## src/rtl/i2c_rx_byte_ctrl.sv

```systemverilog
// Receive-byte sequencer: synchronizes SCL/SDA, strobes an external SIPO shift
// register once per SCL rise, then runs the ACK/NACK slot and reports completion.
module i2c_rx_byte_ctrl #(
  parameter int DATA_BITS   = 8,
  parameter int SYNC_STAGES = 2
) (
  input  logic                           clk,
  input  logic                           rst_,
  input  logic                           enable,
  input  logic                           start_rx,
  input  logic                           abort,
  input  logic                           ack_en,
  input  logic                           scl_in,
  input  logic                           sda_in,
  output logic                           sipo_clear,
  output logic                           sipo_load,
  output logic                           sipo_bit,
  output logic                           sda_drive_low,
  output logic                           busy,
  output logic [$clog2(DATA_BITS+1)-1:0] bit_cnt,
  output logic                           byte_done,
  output logic                           ack_sent
);

  localparam int CW = $clog2(DATA_BITS + 1);

  typedef enum logic [2:0] {
    IDLE,
    CLEAR,
    SHIFT,
    WAIT_LOW,
    ACK_LOW,
    ACK_HIGH,
    DONE
  } state_t;

  logic [SYNC_STAGES-1:0] scl_sync_q, scl_sync_d;
  logic [SYNC_STAGES-1:0] sda_sync_q, sda_sync_d;
  logic                   scl_hist_q, scl_hist_d;
  logic                   scl_s, sda_s, scl_rise, scl_fall;

  state_t        state_q, state_d;
  logic          capture_q, capture_d;
  logic          capture_bit_q, capture_bit_d;
  logic          sipo_clear_q, sipo_clear_d;
  logic          sipo_load_q, sipo_load_d;
  logic          sipo_bit_q, sipo_bit_d;
  logic          sda_low_q, sda_low_d;
  logic          busy_q, busy_d;
  logic [CW-1:0] cnt_q, cnt_d;
  logic          done_q, done_d;
  logic          ack_sent_q, ack_sent_d;
  logic          ack_flag_q, ack_flag_d;

  always_comb begin
    scl_sync_d = {scl_sync_q[SYNC_STAGES-2:0], scl_in};
    sda_sync_d = {sda_sync_q[SYNC_STAGES-2:0], sda_in};
    scl_hist_d = scl_sync_q[SYNC_STAGES-1];
  end

  assign scl_s    = scl_sync_q[SYNC_STAGES-1];
  assign sda_s    = sda_sync_q[SYNC_STAGES-1];
  assign scl_rise = scl_s & ~scl_hist_q;
  assign scl_fall = ~scl_s & scl_hist_q;

  // Synchronizers preset high so a reset never looks like bus activity.
  always_ff @(posedge clk or negedge rst_) begin
    if (!rst_) begin
      scl_sync_q <= '1;
      sda_sync_q <= '1;
      scl_hist_q <= 1'b1;
    end else begin
      scl_sync_q <= scl_sync_d;
      sda_sync_q <= sda_sync_d;
      scl_hist_q <= scl_hist_d;
    end
  end

  always_comb begin
    state_d       = state_q;
    capture_d     = 1'b0;
    capture_bit_d = capture_bit_q;
    sipo_clear_d  = 1'b0;
    sipo_load_d   = 1'b0;
    sipo_bit_d    = sipo_bit_q;
    sda_low_d     = sda_low_q;
    cnt_d         = cnt_q;
    done_d        = 1'b0;
    ack_sent_d    = ack_sent_q;
    ack_flag_d    = ack_flag_q;

    // The sampled bit is held one cycle before it is presented, so the
    // strobe lands SYNC_STAGES+1 cycles after SCL is first sampled high.
    if (capture_q) begin
      sipo_load_d = 1'b1;
      sipo_bit_d  = capture_bit_q;
      cnt_d       = cnt_q + 1'b1;
    end

    case (state_q)
      IDLE: begin
        if (start_rx && enable) begin
          state_d      = CLEAR;
          sipo_clear_d = 1'b1;
          cnt_d        = '0;
        end
      end
      CLEAR: state_d = SHIFT;
      SHIFT: begin
        if (scl_rise) begin
          capture_d     = 1'b1;
          capture_bit_d = sda_s;
        end
        if (capture_q && (cnt_d == CW'(DATA_BITS))) state_d = WAIT_LOW;
      end
      WAIT_LOW: begin
        if (scl_fall) begin
          state_d    = ACK_LOW;
          ack_flag_d = ack_en;
          sda_low_d  = ack_en;
        end
      end
      ACK_LOW: begin
        if (scl_rise) state_d = ACK_HIGH;
      end
      ACK_HIGH: begin
        if (scl_fall) begin
          state_d    = DONE;
          sda_low_d  = 1'b0;
          done_d     = 1'b1;
          ack_sent_d = ack_flag_q;
        end
      end
      DONE:    state_d = IDLE;
      default: state_d = IDLE;
    endcase

    if ((state_q != IDLE) && (abort || !enable)) begin
      state_d      = IDLE;
      capture_d    = 1'b0;
      sipo_clear_d = 1'b0;
      sipo_load_d  = 1'b0;
      sda_low_d    = 1'b0;
      cnt_d        = cnt_q;
      done_d       = 1'b0;
      ack_sent_d   = ack_sent_q;
    end
  end

  assign busy_d = (state_d != IDLE);

  always_ff @(posedge clk or negedge rst_) begin
    if (!rst_) begin
      state_q       <= IDLE;
      capture_q     <= 1'b0;
      capture_bit_q <= 1'b0;
      sipo_clear_q  <= 1'b0;
      sipo_load_q   <= 1'b0;
      sipo_bit_q    <= 1'b0;
      sda_low_q     <= 1'b0;
      busy_q        <= 1'b0;
      cnt_q         <= '0;
      done_q        <= 1'b0;
      ack_sent_q    <= 1'b0;
      ack_flag_q    <= 1'b0;
    end else begin
      state_q       <= state_d;
      capture_q     <= capture_d;
      capture_bit_q <= capture_bit_d;
      sipo_clear_q  <= sipo_clear_d;
      sipo_load_q   <= sipo_load_d;
      sipo_bit_q    <= sipo_bit_d;
      sda_low_q     <= sda_low_d;
      busy_q        <= busy_d;
      cnt_q         <= cnt_d;
      done_q        <= done_d;
      ack_sent_q    <= ack_sent_d;
      ack_flag_q    <= ack_flag_d;
    end
  end

  assign sipo_clear    = sipo_clear_q;
  assign sipo_load     = sipo_load_q;
  assign sipo_bit      = sipo_bit_q;
  assign sda_drive_low = sda_low_q;
  assign busy          = busy_q;
  assign bit_cnt       = cnt_q;
  assign byte_done     = done_q;
  assign ack_sent      = ack_sent_q;

endmodule

```

## config.mk

```make
export PLATFORM = sky130hd
export DESIGN_NAME = i2c_rx_byte_ctrl
export DESIGN_NICKNAME = d
export VERILOG_FILES = /design/src/rtl/i2c_rx_byte_ctrl.sv
export SDC_FILE = /design/constraint.sdc
export NUM_CORES = 1
export LEC_CHECK = 0
export ABC_CLOCK_PERIOD_IN_PS = 2600
export CAP_MARGIN = 20
export CELL_PAD_IN_SITES_DETAIL_PLACEMENT = 1
export CELL_PAD_IN_SITES_GLOBAL_PLACEMENT = 2
export CORE_MARGIN = 3
export CORE_UTILIZATION = 34
export CTS_BUF_LIST = sky130_fd_sc_hd__clkbuf_4 sky130_fd_sc_hd__clkbuf_8 sky130_fd_sc_hd__clkbuf_16
export DETAILED_ROUTE_END_ITERATION = 10
export PLACE_DENSITY_LB_ADDON = 0.1
export SYNTH_ARGS = -nofsm -noshare
export SYNTH_HDL_FRONTEND = slang
export SYNTH_SLANG_ARGS = --single-unit
```

## constraint.sdc

```tcl
create_clock -name clk -period 2.6 [get_ports clk]
set_clock_uncertainty 0.15 [all_clocks]
set_input_delay 0.52 -clock clk [delete_from_list [all_inputs] [get_ports clk]]
set_output_delay 0.52 -clock clk [all_outputs]
set_load 0.005 [all_outputs]
```

==> flow_summary.toml <==
[sta]
tns_ns = 0
slew_viol_final = 0
fin_crit_ns = 1.95
fmax_ghz = 0.512
setup_viol = 0
hold_viol = 0
grt_setup_unrepaired = "no"
worstMarginPinSlew_ns = 0.372
period_share_pct = 75.1
relSlewSlack_pct = 75.2

[setup_path]
end_kind = "primary output"
reg2reg_from = "state_q[1]$_DFF_PN0_"
worstRegToRegCells = 5
cp_data_arrival_time_ns = 1.28
worstSetupStartpointType = "flip-flop"
timing.critical_path.cells = "clkdlybuf4s50_1"
slowest_stage = "clkdlybuf4s50_1"
crit_family = "buffers and inverters"
critPathMaxStageDelay_ns = 0.54
critical_path_class = "reg -> out"
r2r_end = "bit_cnt[1]$_DFFE_PN0N_"
r2r_slack_ns = 0.93
worst-path-buf-inv = 1
worstPathMaxFanout = 5
cp.required_ns = 1.93

[floorplan]
rows = 18
boundaryPins = 19
core_um2 = 2590
die_area_um2 = 3520
die_w_um = 59.3
start_util_pct = 37.3
die_h_um = 59.3

[min_path]
hold_start = "sda_sync_q[0]$_DFF_PN1_"
holdPathEnd = "sda_sync_q[1]$_DFF_PN1_"
min_path_type = "reg -> reg"
hold_depth = 0

[logic_synthesis]
yosysUniqueCellTypes = 30
synthMuxAreaShare_pct = 4.66
ys_ff_latch = 22
syn-cell-area_um2 = 967
yosys_warnings = 0
synth_compound_area_share_pct = 12.2
synth_xor_area_share_pct = 2.72
synth_top_family_by_area = "simple AND/OR/NAND/NOR gates"
synth_nets = 95
synthAdderAreaFrac_pct = 1.29
yosysSeqAreaShare_pct = 57.6
avgSynthCellArea_um2 = 11.2
synth_simple_gate_area_share_pct = 18.4
postSynthCellCount = 86

[cts]
ctsHtreeMaxLevel = 1
post_cts_buffers = 0
cts_tree = "built"
clock_latency_ns = 0.30
cts_hold_buffers = 0
clockRootBuffer = "clkbuf_4"
cts.clk_slew.worst_paths_ns = 0.12
clkSinkCount = 22
cts_buffer_depth = 2
cts_buffers = 3
cts-resized-gates = 0

[final_layout]
postLayoutCoreUtil_pct = 47.0
drive_gt1_share_pct = 14.8
stdcell_area_um2 = 1220
antennaDiodeCount = 0
area_delta_synth_final_pct = 25.9
fillers = 297
nNetsFinal = 118

[global_route]
antenna_found_initial = 0
grt_usage_pct = 13.1
grt_max_degree = 23
grt_remaining_overflow = 0
grt_pass1_wl_um = 3440
first_global_vias = 732

[power]
irDropWorstVdd_v = 0.000300
power.density_nw_per_um2 = 520
power_uw = 633
p_leak_nw = 0.527

[status]
outcome = "finished clean"

[detailed_routing]
drt_iter0_drc = 22
ant_nets = 0
wl_per_cell_um = 14.3
drt_wl_total_um = 1970
drc = 0
vias = 717
drt_first_pass_iters = 4
viasPerCell = 5.20

[placement]
placed_area_um2 = 1180
gp_congestion = 0.806
io_buffers = 18
dp_hpwl_um = 1500

[run]
max_cap_violations = 0
-- synthesized netlist by cell type --
master	instances	area share, %
a21oi_1	3	1.6
a2bb2oi_1	1	0.91
a31oi_1	2	1.3
a32o_1	1	1.0
buf_6	1	1.2
clkinv_2	1	0.52
dfrtp_1	17	44
dfstp_2	5	14
ha_1	1	1.3
inv_1	3	1.2
inv_2	1	0.39
mux2_1	4	4.7
nand2_1	9	3.5
nand2b_1	5	3.2
nand3_2	1	1.0
nand3b_2	1	1.2
nand4_1	2	1.3
nor2_1	9	3.5
nor2b_1	2	1.3
nor3_2	1	1.0
nor3_4	1	1.7
o211a_1	1	1.0
o21a_1	2	1.6
o21ai_0	3	1.6
o21ai_1	2	1.0
o22ai_1	2	1.3
o32ai_1	1	0.91
or2_1	1	0.65
xnor2_1	2	1.8
xor2_1	1	0.91
-- per-layer routing --
metal / wire length (µm) / global-route usage [%] / vias to the layer above / share of wire, %
li1: - / - / 343 / -
met1: 989 / 19.1 / 357 / 50
met2: 872 / 19.0 / 15 / 44
met3: 97 / 2.40 / 2 / 4.9
met4: 14 / 4.85 / 0 / 0.71
met5: 0 / 0 / - / 0
-- kinds of logic (layout without fill, tap and decap cells) --
family / Yosys count / count (layout)
AO/OA/AOI/OAI: 18 / 18
XOR/XNOR: 3 / 3
adder cells (fa/ha/maj): 1 / 1
buffers and inverters: 6 / 28
flip-flops: 22 / 22
multiplexers: 4 / 4
AND/OR/NAND/NOR: 32 / 32
-- final cells by class --
cell class	count	area (µm²)	area share (%)
sequential	22	557	45.7
tap	30	37.5	3.08
multi-input combinational	58	379	31.1
clock buffer	4	36.3	2.98
timing repair buffer	19	188	15.4
inverter	5	20.0	1.64
-- layout by cell type (no fill, tap or decap), types with 2 or more instances in the layout --
master / Yosys / final
nand4_1: 2 / 2
dfstp_2: 5 / 5
inv_1: 3 / 3
clkdlybuf4s50_1: 0 / 18
nor2b_1: 2 / 2
clkbuf_4: 0 / 3
mux2_1: 4 / 4
nand2b_1: 5 / 5
o21ai_1: 2 / 2
dfrtp_1: 17 / 17
o21a_1: 2 / 2
xnor2_1: 2 / 2
nand2_1: 9 / 9
nor2_1: 9 / 9
o22ai_1: 2 / 2
o21ai_0: 3 / 3
a31oi_1: 2 / 2
a21oi_1: 3 / 3
-- through the flow --
step / hold WS, ns / std cells / setup slack, ns
floorplan: 0.0744 / 86 / 1.06
global route: 0.220 / 138 / 0.569
detailed placement: 0.200 / 134 / 0.506
global placement: 0.196 / 134 / 0.541
CTS: 0.218 / 138 / 0.629
finish: 0.216 / 138 / 0.647
-- power by group --
part           internal, mW  leakage [nW]  switching (mW)
clock                0.0853        0.0210          0.0993
sequential            0.363         0.280          0.0123
combinational        0.0388         0.226          0.0347
-- flip-flops by register name, summed over array words and instances (netlist names) --
name / cells
bit_cnt: 4
state_q: 3
scl_sync_q: 2
sda_sync_q: 2
ack_flag_q: 1
ack_sent: 1
busy: 1
byte_done: 1
capture_bit_q: 1
capture_q: 1
scl_hist_q: 1
sda_drive_low: 1
sipo_bit: 1
sipo_clear: 1
sipo_load: 1
-- how the worst max path moves through the flow --
stage,cells past startpoint,to,startpoint
after detailed placement,4,ack_sent$_DFFE_PN0P_,enable
final,1,bit_cnt[0],bit_cnt[0]$_DFFE_PN0N_
after global placement,4,ack_sent$_DFFE_PN0P_,enable
after floorplan,3,ack_sent$_DFFE_PN0P_,abort
after global routing,1,bit_cnt[0],bit_cnt[0]$_DFFE_PN0N_
after CTS,1,bit_cnt[0],bit_cnt[0]$_DFFE_PN0N_
-- worst reg2reg max path, stage by stage (launching register included) --
cell,delay [ns]
dfrtp_1,0.53
nor3_4,0.31
nand3_2,0.16
clkinv_2,0.13
o22ai_1,0.09
a32o_1,0.20
Power figures use the tool's default switching activity.
